`src/rtl/display_scan.sv`:
```
// Four-digit multiplexed 7-segment driver for an MM:SS stopwatch display.
// Digits are refreshed one at a time from a per-frame snapshot, with optional field blinking.
module display_scan #(
    parameter int REFRESH_DIV = 100000,
    parameter int BLINK_DIV   = 25000000
) (
    input  logic       timer,
    input  logic       reset,
    input  logic [5:0] minutes,
    input  logic [5:0] seconds,
    input  logic [1:0] blink_sel,
    output logic [6:0] seg,
    output logic [3:0] an,
    output logic       dp
);

    localparam int RW = $clog2(REFRESH_DIV);
    localparam int BW = $clog2(BLINK_DIV);
    localparam logic [RW-1:0] REFRESH_MAX = RW'(REFRESH_DIV - 1);
    localparam logic [BW-1:0] BLINK_MAX   = BW'(BLINK_DIV - 1);

    logic [RW-1:0] refresh_cnt_q, refresh_cnt_d;
    logic [BW-1:0] blink_cnt_q, blink_cnt_d;
    logic [1:0]    digit_idx_q, digit_idx_d;
    logic          blink_phase_q, blink_phase_d;
    logic [5:0]    min_sh_q, min_sh_d;
    logic [5:0]    sec_sh_q, sec_sh_d;
    logic [6:0]    seg_q, seg_d;
    logic [3:0]    an_q, an_d;
    logic          dp_q, dp_d;

    logic          digit_tick;
    logic          blink_wrap;
    logic          blank;
    logic [3:0]    digit;

    function automatic logic [6:0] seg7(input logic [3:0] d);
        logic [6:0] s;
        case (d)
            4'd0:    s = 7'b1000000;
            4'd1:    s = 7'b1111001;
            4'd2:    s = 7'b0100100;
            4'd3:    s = 7'b0110000;
            4'd4:    s = 7'b0011001;
            4'd5:    s = 7'b0010010;
            4'd6:    s = 7'b0000010;
            4'd7:    s = 7'b1111000;
            4'd8:    s = 7'b0000000;
            4'd9:    s = 7'b0010000;
            default: s = 7'b1111111;
        endcase
        return s;
    endfunction

    // Scan timing and per-frame snapshot
    always_comb begin
        digit_tick    = (refresh_cnt_q == REFRESH_MAX);
        refresh_cnt_d = digit_tick ? '0 : refresh_cnt_q + RW'(1);
        digit_idx_d   = digit_tick ? digit_idx_q + 2'd1 : digit_idx_q;
        // Snapshot is taken on the tick that starts a new frame at idx0.
        min_sh_d      = (digit_tick && digit_idx_q == 2'd3) ? minutes : min_sh_q;
        sec_sh_d      = (digit_tick && digit_idx_q == 2'd3) ? seconds : sec_sh_q;
        blink_wrap    = (blink_cnt_q == BLINK_MAX);
        blink_cnt_d   = blink_wrap ? '0 : blink_cnt_q + BW'(1);
        blink_phase_d = blink_phase_q ^ blink_wrap;
    end

    // Output decode, registered one cycle later
    always_comb begin
        case (digit_idx_q)
            2'd0:    digit = 4'(sec_sh_q % 6'd10);
            2'd1:    digit = 4'(sec_sh_q / 6'd10);
            2'd2:    digit = 4'(min_sh_q % 6'd10);
            default: digit = 4'(min_sh_q / 6'd10);
        endcase
        blank = blink_phase_q && (digit_idx_q[1] ? blink_sel[0] : blink_sel[1]);
        an_d  = blank ? 4'b1111 : ~(4'b0001 << digit_idx_q);
        seg_d = blank ? 7'b1111111 : seg7(digit);
        dp_d  = blank || (digit_idx_q != 2'd2);
    end

    always_ff @(posedge timer or negedge reset) begin
        if (!reset) begin
            refresh_cnt_q <= '0;
            blink_cnt_q   <= '0;
            digit_idx_q   <= 2'd0;
            blink_phase_q <= 1'b0;
            min_sh_q      <= 6'd0;
            sec_sh_q      <= 6'd0;
            seg_q         <= 7'b1111111;
            an_q          <= 4'b1111;
            dp_q          <= 1'b1;
        end else begin
            refresh_cnt_q <= refresh_cnt_d;
            blink_cnt_q   <= blink_cnt_d;
            digit_idx_q   <= digit_idx_d;
            blink_phase_q <= blink_phase_d;
            min_sh_q      <= min_sh_d;
            sec_sh_q      <= sec_sh_d;
            seg_q         <= seg_d;
            an_q          <= an_d;
            dp_q          <= dp_d;
        end
    end

    assign seg = seg_q;
    assign an  = an_q;
    assign dp  = dp_q;

endmodule

```
`config.mk`:
```
export PLATFORM = sky130hd
export DESIGN_NAME = display_scan
export DESIGN_NICKNAME = d
export VERILOG_FILES = /design/src/rtl/display_scan.sv
export SDC_FILE = /design/constraint.sdc
export NUM_CORES = 1
export LEC_CHECK = 0
export CORE_UTILIZATION = 55
export CTS_CLUSTER_DIAMETER = 30
export CTS_CLUSTER_SIZE = 20
export DETAILED_ROUTE_END_ITERATION = 10
export DONT_BUFFER_PORTS = 1
export GPL_TIMING_DRIVEN = 0
export MAX_ROUTING_LAYER = met4
export PLACE_DENSITY = 0.73
export SKIP_CTS_REPAIR_TIMING = 1
export SYNTH_ARGS = -nofsm -noshare
export SYNTH_HDL_FRONTEND = slang
export SYNTH_SLANG_ARGS = --single-unit
export TNS_END_PERCENT = 1
```
`constraint.sdc`:
```
create_clock -name timer -period 3.8 [get_ports timer]
set_clock_uncertainty 0.1 [all_clocks]
set_input_delay 0.38 -clock timer [delete_from_list [all_inputs] [get_ports timer]]
set_output_delay 0.38 -clock timer [all_outputs]
set_load 0.01 [all_outputs]
```
==> key figures, run 1 <==
Outcome
  • Outcome: completed

Routing
  • DRT Wirelength: 7440 um
  • Wire per inst: 15.1 um
  • Drt drc: 0
  • Via count: 2759
  • Detailed Route Iter0 Violations: 150
  • Vias/cell: 5.61
  • Drt first pass iters: 4
  • Antenna Nets Post-Route: 0

Synthesis
  • Async set-reset flop share out of synthesis: 1.00
  • Proportion of netlist area held by the largest area contributor: 0.366
  • Area leader, netlist: dfrtp_1
  • Seq cells post-synth: 68
  • Cells taking the most area after synthesis: dfrtp_1 37%, dfstp_2 7.4%, xor2_1 4.9%
  • Ys flop type: dfrtp_1
  • Cells after Synth: 372
  • Syn Nets: 402
  • YS warnings: 0
  • Register area share after synthesis: 0.440
  • Syn_area_per_cell: 10.5 um2
  • Distinct cells, synth: 63
  • Mapped cell area: 3900 um2
  • Post-synth top cells: 57 x dfrtp_1, 37 x nor2_1, 29 x nand2_1
  • Top-count cell post-synth: dfrtp_1
  • Post-synth EDFFs: 0

Power
  • Pwr/cell area: 362 nW/um2
  • Pleak: 1.91 nW
  • Max VDD drop: 0.000209 V

Final layout
  • Share of cells above drive strength 1: 0.233
  • Fin area: 4360 um2
  • Fillers: 553
  • Multi-input logic area: 2090 um2
  • Nets: 420
  • FF/Latch Area: 1720 um2
  • Area delta synth->final: 11.7%

STA
  • Final WS setup: 0.166 ns
  • Final min period: 3.63 ns
  • Slew Limit Fails: 0
  • Setup Viol. Count Final: 0
  • Max Freq: 275 MHz
  • Slew headroom: 0.631
  • Least-Margin Pin Slew: 0.552 ns
  • Final Hold Vio Count: 0
  • Period utilization: 0.956

Worst setup path
  • Kind of critical path: flop to flop
  • Arrival @ worst endpoint: 3.80 ns
  • Worst EP required: 3.97 ns
  • CP Capture Type: flop
  • Worst setup SP type: flop
  • CP max FO: 9

Min path
  • Worst min path class: input pin to flop

Clock network
  • CTS Root Cell: clkbuf_8
  • Number of buffers created by CTS: 9
  • Clock transition at the registers of the reported paths: 0.08 ns
  • H-tree Lvls: 3
  • Worst-Skew Late Latency: 0.35 ns
  • CTS tree: done
  • Max clock buf depth: 2
  • CTS Sinks: 68

Global routing
  • Tot GR Track Use: 0.223
  • Initial antenna violation count: 1
  • Vias in the first global route: 2674
  • Grt total ovfl: 0
  • Largest net degree at the start of global routing: 69
  • First-pass GRT wire length: 12600 um

Floorplanning
  • Boundary pin count: 28
  • Initial Utilization: 0.571
  • Die footprint: 7430 um2
  • Chip Height: 86.2 um
  • Die Wd: 86.2 um
  • # rows: 30
  • Core box area: 6830 um2

Place
  • Routability cong.: 0.879
  • HPWL Detailed: 5190 um
  • Area post-placement: 4020 um2
  • Post-Place Setup Slack: -0.312 ns
  • Number of buffers added on ports: 0

Flow run
  • Max_cap viols: 0
-- stage by stage --
| step | TNS (ns) | power, mW | hold slack (ns) | util | instances |
|---|---|---|---|---|---|
| after floorplan | 0 | 0.921 | -0.0156 | - | 372 |
| after global placement | -0.429 | 0.943 | -0.0137 | 0.588 | 468 |
| after detailed placement | -1.28 | 0.949 | -0.0134 | 0.588 | 468 |
| after CTS | -1.32 | 1.56 | -0.404 | 0.619 | 484 |
| after global routing | -0.0247 | 1.65 | 0.0618 | 0.638 | 492 |
| final | 0 | 1.58 | 0.0799 | 0.638 | 492 |
-- cell usage in the layout, fill, tap and decap left out, types with 4 or more instances in the layout --
cell type  synthesis  layout
nand2_1           29      29
buf_4              2       8
xnor2_1           17      17
a21oi_1           13      13
clkbuf_8           0      10
nor3b_1            4       4
xor2_1            22      22
ha_1              14      12
mux2i_1            9       7
buf_2              4       4
or3_1              5       5
nor3_1             6       6
dfrtp_1           57      56
inv_1             10       8
mux2_4            11      11
a211oi_1           5       5
and3_1             4       4
mux2i_4            2       4
nand4_1            8       8
o21ai_0           15      15
dfstp_2           11      11
nor2_1            37      37
nand3_1           14      14
mux2_2             9       9
nor2b_1            5       5
inv_2              2       4
-- cells by family after synthesis --
logic type,share of synthesized area
simple gates,0.178
flops,0.440
compound gates,0.108
xor+xnor,0.0876
mux,0.103
buf+inv,0.0356
fa+ha+maj,0.0478
-- power by group --
| part | switching, mW | leakage [nW] | internal [mW] | total, mW |
|---|---|---|---|---|
| Combinational | 0.0992 | 0.959 | 0.0776 | 0.177 |
| Clock | 0.288 | 0.0995 | 0.326 | 0.614 |
| Sequential | 0.0233 | 0.854 | 0.764 | 0.788 |
-- critical path, stage by stage, from the launching register on --
cell	delay (ns)
dfrtp_2	0.44
inv_2	0.08
ha_1	0.16
buf_6	0.16
mux2i_4	0.26
inv_2	0.09
ha_1	0.32
inv_1	0.06
a2111oi_1	0.05
or3_1	0.41
maj3_2	0.31
o32a_1	0.44
ha_1	0.23
mux2_2	0.27
a22oi_1	0.18
-- state kept, by name (all words and copies together), names as in the netlist --
register       cells
seg                7
refresh_cnt_q     17
min_sh_q           6
sec_sh_q           6
blink_phase_q      1
blink_cnt_q       25
an                 4
digit_idx_q        2
-- final cells by class --
| cell class | count | share of cell area |
|---|---|---|
| well taps | 96 | 0.0276 |
| multi-input cells | 277 | 0.479 |
| plain buffers | 12 | 0.0187 |
| flip-flops and latches | 68 | 0.394 |
| clock inverters | 6 | 0.0164 |
| clock buffers | 10 | 0.0316 |
| inverters | 14 | 0.0132 |
| repair buffers | 8 | 0.0190 |
| diodes | 1 | 0.000574 |
-- layer usage --
layer / vias up / GRT usage / routed length [um]
met2: 60 / 0.333 / 3600
met4: 0 / 0.0682 / 40
li1: 1348 / - / -
met5: - / - / 0
met3: 5 / 0.0562 / 329
met1: 1346 / 0.301 / 3470
-- path summary, 6_finish.rpt --
check	startpoint	to	slack, ns	depth (start not counted)
max in group asynchronous	reset	digit_idx_q[1]$_DFFE_PN0N_	2.83	2
worst max-delay path	digit_idx_q[1]$_DFFE_PN0N_	seg[5]$_DFF_PN1_	0.17	14
worst max register to register	digit_idx_q[1]$_DFFE_PN0N_	seg[5]$_DFF_PN1_	0.17	14
worst min-delay path	minutes[3]	min_sh_q[3]$_DFFE_PN0P_	0.08	1
worst min register to register	refresh_cnt_q[4]$_DFF_PN0_	refresh_cnt_q[4]$_DFF_PN0_	0.38	1
min in group asynchronous	reset	blink_cnt_q[24]$_DFF_PN0_	0.47	2
Power figures use the tool's default switching activity.
==> run 2: changes to the inputs <==
--- a/config.mk
+++ b/config.mk
@@ -5,6 +5,7 @@
 export SDC_FILE = /design/constraint.sdc
 export NUM_CORES = 1
 export LEC_CHECK = 0
+export ABC_CLOCK_PERIOD_IN_PS = 4550
 export CORE_UTILIZATION = 55
 export CTS_CLUSTER_DIAMETER = 30
 export CTS_CLUSTER_SIZE = 20
@@ -12,7 +13,7 @@
 export DONT_BUFFER_PORTS = 1
 export GPL_TIMING_DRIVEN = 0
 export MAX_ROUTING_LAYER = met4
-export PLACE_DENSITY = 0.73
+export PLACE_DENSITY = 0.7
 export SKIP_CTS_REPAIR_TIMING = 1
 export SYNTH_ARGS = -nofsm -noshare
 export SYNTH_HDL_FRONTEND = slang
==> constraint.sdc (replaced) <==
create_clock -name timer -period 4.55 [get_ports timer]
set_clock_uncertainty 0.1 [all_clocks]
set_input_delay 0.455 -clock timer [delete_from_list [all_inputs] [get_ports timer]]
set_output_delay 0.455 -clock timer [all_outputs]
set_load 0.01 [all_outputs]
==> run 2 against run 1 <==
  * Sequential cell count unchanged
  * Clock-buffer cell count decreased by 1
  * Sequential share of layout area increased by 0.87 points
  * Utilization decreased by 1.4 points
  * Total power decreased by 18%
  * Highest routed layer unchanged
==> key figures, run 2 (same netlist as run 1, synthesis figures left out) <==
Final layout
  • Nets: 415 (-1.2%)
  • Reg with most FFs: blink_cnt_q
  • Commonest cells after routing, fill and taps aside: 57 x dfrtp_1, 37 x nor2_1, 29 x nand2_1
  • Max FFs per register: 25 (unchanged)
  • Area delta synth->final: 9.21%
  • Fillers: 566 (+2.4%)
  • Most common cell after layout, fill and taps aside: dfrtp_1
  • Share of cells above drive strength 1: 0.200 (-0.0329)

Global routing
  • Vias in the first global route: 2588 (-3.2%)
  • Tot GR Track Use: 0.221 (-0.00250)
  • First-pass GRT wire length: 12500 um (-0.72%)
  • Largest net degree at the start of global routing: 69 (unchanged)
  • Grt total ovfl: 0 (unchanged)
  • Initial antenna violation count: 1 (unchanged)

Worst setup path
  • Worst setup SP type: flop
  • Kind of critical path: flop to flop
  • CP Capture Type: flop
  • Arrival @ worst endpoint: 4.36 ns (+0.56 ns)
  • CP max FO: 9 (unchanged)
  • Worst EP required: 4.71 ns (+0.74 ns)

Routing
  • Detailed Route Iter0 Violations: 113 (-25%)
  • Antenna Nets Post-Route: 0 (unchanged)
  • Drt drc: 0 (unchanged)
  • Drt first pass iters: 4 (unchanged)
  • Vias/cell: 5.55 (-1.1%)
  • Via count: 2702 (-2.1%)
  • Wire per inst: 15.1 um (-0.14%)
  • DRT Wirelength: 7350 um (-1.2%)

STA
  • Final Hold Vio Count: 0 (unchanged)
  • Total negative slack: 0 ns (unchanged)
  • Period utilization: 0.924 (-0.0326)
  • Least-Margin Pin Slew: 0.608 ns (+0.0564 ns)
  • RSZ-0062 raised after global routing: no
  • Slew Limit Fails: 0 (unchanged)
  • Slew headroom: 0.593 (-0.0377)
  • Max Freq: 238 MHz (-14%)
  • Final min period: 4.20 ns (+0.569 ns)
  • Setup Viol. Count Final: 0 (unchanged)

Clock network
  • CTS Root Cell: clkbuf_8
  • H-tree Lvls: 3 (unchanged)
  • Clock transition at the registers of the reported paths: 0.08 ns (about the same)
  • Worst-Skew Late Latency: 0.34 ns (about the same)
  • CTS tree: done
  • Max clock buf depth: 2 (unchanged)
  • CTS Sinks: 68 (unchanged)
  • Number of buffers created by CTS: 9 (unchanged)

Floorplanning
  • Die Wd: 86.2 um (unchanged)
  • Core box area: 6830 um2 (unchanged)
  • # rows: 30 (unchanged)
  • Die footprint: 7430 um2 (unchanged)
  • Initial Utilization: 0.571 (unchanged)
  • Chip Height: 86.2 um (unchanged)
  • Boundary pin count: 28 (unchanged)

Power
  • Tot Pwr: 1.29 mW (-18%)
  • Max VDD drop: 0.000358 V (+71%)
  • Pwr/cell area: 303 nW/um2 (-16%)
  • Pleak: 1.88 nW (-1.5%)

Place
  • HPWL Detailed: 5160 um (-0.55%)
  • Routability cong.: 0.897 (+2.1%)
  • Number of buffers added on ports: 0 (unchanged)

Flow run
  • Max_cap viols: 0 (unchanged)

Outcome
  • Outcome: completed

Min path
  • Worst min path class: input pin to flop
-- run 2: cell types whose count changed in the layout (fill, tap and decap cells not counted), sizes merged --
cell,previous run,this run
clkinvlp,3,0
buf,17,11
clkinv,2,7
inv,14,13
-- run 2: worst paths after layout --
| kind | endpoint | depth (start not counted) | from | slack (ns) |
|---|---|---|---|---|
| min | min_sh_q[1]$_DFFE_PN0P_ | 1 | minutes[1] | 0.16 |
| max in group asynchronous | seg[0]$_DFF_PN1_ | 2 | reset | 3.46 |
| max reg2reg | seg[5]$_DFF_PN1_ | 16 | digit_idx_q[0]$_DFFE_PN0N_ | 0.35 |
| min reg2reg | blink_cnt_q[4]$_DFF_PN0_ | 1 | blink_cnt_q[4]$_DFF_PN0_ | 0.37 |
| max | seg[5]$_DFF_PN1_ | 16 | digit_idx_q[0]$_DFFE_PN0N_ | 0.35 |
| min in group asynchronous | min_sh_q[1]$_DFFE_PN0P_ | 2 | reset | 0.58 |
-- run 2: power breakdown --
part / total [mW] / switching, mW / leakage, nW / internal [mW]
combinational: 0.141 / 0.0816 / 0.925 / 0.0593
clock: 0.494 / 0.238 / 0.104 / 0.256
sequential: 0.656 / 0.0182 / 0.855 / 0.638
-- run 2: layout make-up --
cell class	instances	area (um2)	area share
Sequential cell	68	1720	0.403
Timing Repair Buffer	2	37.5	0.00881
Clock buffer	9	124	0.0291
Buffer	13	85.1	0.0200
Clock inverter	7	75.1	0.0176
Inverter	14	53.8	0.0126
Multi-Input combinational cell	277	2050	0.480
Antenna cell	1	2.50	0.000588
Tap cell	96	120	0.0282
-- run 2: layer usage --
layer / track usage / part of all wire / up-vias
met2: 0.328 / 0.45 / 43
li1: - / - / 1337
met1: 0.301 / 0.50 / 1314
met4: 0.0682 / 0.013 / 0
met3: 0.0524 / 0.038 / 8
met5: - / 0 / -
-- run 2: critical path, stage by stage, from the launching register on --
cell	delay [ns]
dfrtp_1	0.41
inv_1	0.12
ha_1	0.18
buf_6	0.13
mux2i_1	0.37
inv_2	0.17
ha_1	0.31
clkbuf_1	0.23
o21ai_0	0.20
o21ai_0	0.12
a221o_1	0.30
o21ai_0	0.11
ha_1	0.27
a2111oi_2	0.07
a211oi_4	0.42
mux2_2	0.40
a22oi_1	0.19
-- run 2: through the flow --
| step | area [um2] | instances | worst slack (ns) | util | hold WS [ns] |
|---|---|---|---|---|---|
| floorplan | 3900 | 372 | 0.986 | - | 0.0594 |
| global placement | 4020 | 468 | 0.517 | 0.588 | 0.0613 |
| detailed placement | 4020 | 468 | 0.411 | 0.588 | 0.0622 |
| CTS | 4220 | 484 | 0.386 | 0.618 | -0.316 |
| global route | 4260 | 487 | 0.0909 | 0.623 | 0.137 |
| finish | 4260 | 487 | 0.347 | 0.623 | 0.157 |
==> patch 1: new RTL, flow settings as in run 1 <==
Set the parameter `BLINK_DIV` to 12500000 (it was 25000000).
--- a/src/rtl/display_scan.sv
+++ b/src/rtl/display_scan.sv
@@ -3,5 +3,5 @@
 module display_scan #(
     parameter int REFRESH_DIV = 100000,
-    parameter int BLINK_DIV   = 25000000
+    parameter int BLINK_DIV   = 12500000
 ) (
     input  logic       timer,
Formal check against the unedited RTL: no difference found for any inputs over 10 cycles, from zero or initial values and one cycle with reset low; that may be too few to reach the edited logic, so the function may still have changed.
==> patch 1 against run 1 <==
- count of clock-buffer cells in the layout up 1
- routed wire length shrank 2.8%
- sequential cell count decreased by 1
- total power down 0.29%
- setup slack worse by 2.6 ps
- maximum frequency is essentially flat
- sequential power fell by 1%
- core utilization fell by 0.38 points
- area after synthesis shrank 1.1%
- cell area fell by 1.1%
- worst hold slack lost 3.6 ps
- critical path type unchanged
==> patch 1: results (changes against run 1) <==
Status
  • Status: finished clean

Placed design
  • Placer Congestion: 0.859 (-2.3%)
  • Placed cell count: 465 (-0.64%)
  • Worst slack, placed: -255 ps (+56.6 ps)
  • Placed cell area: 3980 um^2 (-1.1%)
  • Hpwl dp: 4880 um (-5.9%)

Synth
  • Register area share after synthesis: 43.8% (-0.16 points)
  • Library cells used by synthesis: 62 (-1.6%)
  • Post-synth top cells: 56 x dfrtp_1, 39 x nor2_1, 22 x nand2_1, 21 x xor2_1, 19 x xnor2_1
  • Adder-Cell Fraction of Synth Area: 4.83% (+0.053 points)
  • Ranking of synthesized cells by area: dfrtp_1 36%, dfstp_2 7.5%, xor2_1 4.8%
  • Synthesized net count: 399 (-0.75%)
  • Syn_area_per_cell: 10.5 um^2 (-0.29%)
  • Compound-gate portion of the synthesized area: 10.7% (-0.14 points)

Route
  • WL final: 7230 um (-2.8%)
  • Iteration-0 DRC Markers: 115 (-23%)
  • Via density: 5.60 (-0.17%)
  • DR vias: 2732 (-0.98%)

Power
  • P per Cell Area: 365 nW/um^2 (+0.87%)
  • Int Pwr: 1.18 mW (+0.87%)
  • Max IR drop VDD: 0.151 mV (-28%)
  • Leak Pwr: 1.91 nW (-0.27%)

Finish
  • Number of flip-flops in the largest register: 24 (-4.0%)
  • Comb_multi_in: 271 (-2.2%)
  • Filler instances: 510 (-7.8%)
  • Clk tree area frac: 4.91% (+0.11 points)
  • Non-clk buf share: 3.81% (+0.044 points)
  • Post-layout util: 63.4% (-0.38 points)
  • Layout cell share with drive strength beyond 1: 23.2% (-0.077 points)
  • Clock buf count: 11 (+1)

Setup path
  • Worst-path cell with the longest stage delay: dfrtp_1

GRT
  • Global-route wire length before repair: 12000 um (-4.6%)
  • Gr usage total: 21.4% (-0.92 points)
  • Initial antenna violation count: 0 (-1)
  • Number of global-route vias before repair: 2524 (-5.6%)
  • Largest net degree at the start of global routing: 68 (-1.4%)

STA
  • Slew HR: 32.8% (-30 points)

Floorplan
  • Core area: 6790 um^2 (-0.55%)
==> patch 1: cell count changes in the layout (fill, tap and decap cells not counted), sizes merged, moves of 2 or more <==
cell,run 1,this run
inv,14,17
xnor2,17,19
nand2b,3,1
nand2,30,23
nor3,6,9
nand4,8,6
and4,3,1
nor2,37,39
nand3,14,17
==> patch 1: worst paths after layout <==
path                             startpoint          endpoint  slack, ps  cells after the start
min in group asynchronous             reset     blink_phase_q        470                      2
max in group asynchronous             reset            seg[1]       2810                      2
setup reg to reg             digit_idx_q[1]            seg[5]        160                     14
setup / recovery             digit_idx_q[1]            seg[5]        160                     14
hold / removal                   minutes[2]       min_sh_q[2]         80                      1
hold reg to reg            refresh_cnt_q[4]  refresh_cnt_q[4]        380                      1
==> patch 1: layer usage <==
layer	track usage [%]	up-vias	wire (um)
li1	-	1330	-
met1	27.8	1342	3270
met2	33.9	53	3640
met4	6.82	0	67
met3	4.33	7	241
met5	-	-	0
==> patch 2: new RTL, flow settings as in run 1 <==
Made on the original files. Add an input register stage for `minutes`, `seconds` and `blink_sel`, without a reset; this delays them by one clock.
--- a/src/rtl/display_scan.sv
+++ b/src/rtl/display_scan.sv
@@ -19,4 +19,14 @@
     localparam logic [RW-1:0] REFRESH_MAX = RW'(REFRESH_DIV - 1);
     localparam logic [BW-1:0] BLINK_MAX   = BW'(BLINK_DIV - 1);
+
+    logic [5:0] minutes_q;
+    logic [5:0] seconds_q;
+    logic [1:0] blink_sel_q;
+
+    always_ff @(posedge timer) begin
+        minutes_q   <= minutes;
+        seconds_q   <= seconds;
+        blink_sel_q <= blink_sel;
+    end
 
     logic [RW-1:0] refresh_cnt_q, refresh_cnt_d;
@@ -59,6 +69,6 @@
         digit_idx_d   = digit_tick ? digit_idx_q + 2'd1 : digit_idx_q;
         // Snapshot is taken on the tick that starts a new frame at idx0.
-        min_sh_d      = (digit_tick && digit_idx_q == 2'd3) ? minutes : min_sh_q;
-        sec_sh_d      = (digit_tick && digit_idx_q == 2'd3) ? seconds : sec_sh_q;
+        min_sh_d      = (digit_tick && digit_idx_q == 2'd3) ? minutes_q : min_sh_q;
+        sec_sh_d      = (digit_tick && digit_idx_q == 2'd3) ? seconds_q : sec_sh_q;
         blink_wrap    = (blink_cnt_q == BLINK_MAX);
         blink_cnt_d   = blink_wrap ? '0 : blink_cnt_q + BW'(1);
@@ -74,5 +84,5 @@
             default: digit = 4'(min_sh_q / 6'd10);
         endcase
-        blank = blink_phase_q && (digit_idx_q[1] ? blink_sel[0] : blink_sel[1]);
+        blank = blink_phase_q && (digit_idx_q[1] ? blink_sel_q[0] : blink_sel_q[1]);
         an_d  = blank ? 4'b1111 : ~(4'b0001 << digit_idx_q);
         seg_d = blank ? 7'b1111111 : seg7(digit);
Function: no difference found for any inputs over 10 cycles, from zero or initial values and one cycle with reset low; that may be too few to reach the edited logic, so the function may still have changed.
==> patch 2 against run 1 <==
- worst hold slack better by 280 ps
- routed wire length up 1.1%
- sequential cell count up 14
- critical path depth unchanged
- setup slack worse by 110 ps
- maximum frequency down 3.0%
- area after synthesis up 4.7%
- cell area up 6.9%
- highest routed layer unchanged
Power is not compared: it rests on default switching activity, and its combinational part moved more than twofold at a synthesized area within 25%.
==> patch 2: results (changes against run 1) <==
Status
  • Status: finished clean

Placed design
  • Placed cell area: 4210 um^2 (+4.7%)
  • Hpwl dp: 5150 um (-0.76%)
  • Placed cell count: 488 (+4.3%)
  • Placer Congestion: 0.859 (-2.3%)
  • Worst slack, placed: -374 ps (-62.3 ps)

Synth
  • Register area share after synthesis: 48.9% (+4.9 points)
  • Async S/R FF share, synth: 82.9% (-17 points)
  • XOR/XNOR Fraction of Synth Area: 8.36% (-0.39 points)
  • Mux cell area share after synthesis: 6.53% (-3.8 points)
  • Adder-Cell Fraction of Synth Area: 4.53% (-0.25 points)
  • Library cells used by synthesis: 57 (-9.5%)
  • Synthesized net count: 419 (+4.2%)
  • Post-synth top cells: 57 x dfrtp_1, 35 x nor2_1, 27 x nand2_1, 21 x xor2_1, 19 x nand3_1
  • Ranking of synthesized cells by area: dfrtp_1 35%, dfstp_2 7.1%, dfxtp_1 6.9%
  • Syn_area_per_cell: 10.5 um^2 (+0.14%)

Clocking
  • Clock transition at the registers of the reported paths: 80 ps (about the same)
  • Sink Count: 82 (+21%)

Setup path
  • Reg-to-reg endpoint: seg[0]
  • Crit Path Max Fanout: 10 (+1)
  • R2R Setup Slk: 50 ps (-110 ps)
  • Worst R2R Start: digit_idx_q[0]
  • CP delay by family, top: compound AO/OA/AOI/OAI gates
  • WP data arrival: 3920 ps (+120 ps)
  • Crit path largest cell delay: 530 ps (+90 ps)
  • Worst-path cell with the longest stage delay: or4_4

Finish
  • Filler instances: 583 (+5.4%)
  • Layout cell share with drive strength beyond 1: 17.0% (-6.3 points)
  • Area Growth Syn to Fin: 14.1%
  • Area of the multi-input gates: 2000 um^2 (-4.0%)
  • Fin nets: 449 (+6.9%)
  • Clk tree area frac: 4.38% (-0.42 points)
  • Post-Layout Cell Count: 523 (+6.3%)
  • Comb_multi_in: 281 (+1.4%)
  • Count of non-CTS buffers in the layout: 33 (+65%)
  • Fraction of area in registers: 42.8% (+3.4 points)
  • Clock buf count: 12 (+2)
  • Nonclk inv count: 12 (-2)

Hold path
  • Hold path start: minutes_q[2]
  • Hold Path Class: reg -> reg
  • WHS Endpoint: min_sh_q[2]

Route
  • WL final: 7520 um (+1.1%)
  • Iteration-0 DRC Markers: 127 (-15%)
  • Met2 WL: 3790 um (+5.5%)
  • Via density: 5.49 (-2.0%)

GRT
  • Number of global-route vias before repair: 2683 (+0.34%)
  • Gr usage total: 21.7% (-0.64 points)
  • Global-route wire length before repair: 12500 um (-0.77%)
  • Initial antenna violation count: 0 (-1)

STA
  • Fin Hold WS: 364 ps (+284 ps)
[patch 2: worst max path at each step]
stage / from / endpoint / slack (ps) / cells after the start
after floorplan: digit_idx_q[0] / seg[0] / 150 / 15
after global routing: digit_idx_q[0] / seg[0] / -120 / 14
final: digit_idx_q[0] / seg[0] / 50 / 14
after detailed placement: digit_idx_q[0] / seg[0] / -370 / 14
after CTS: digit_idx_q[0] / seg[0] / -390 / 14
after global placement: digit_idx_q[0] / seg[0] / -270 / 14
[patch 2: power by group through the flow]
stage          Clock (mW)  Sequential [mW]  Combinational (mW)
5_1_grt             0.696            0.881              0.0342
6_report            0.637            0.881              0.0298
3_3_place_gp            0            0.898            0.000993
2_1_floorplan           0            0.897            0.000690
4_1_cts             0.660            0.881            0.000997
3_5_place_dp            0            0.898            0.000975
[patch 2: metal layers]
metal  global-route usage (%)  vias up
li1                         -     1436
met4                     8.50        0
met5                        -        -
met2                     33.6       58
met3                     4.90        4
met1                     27.6     1375
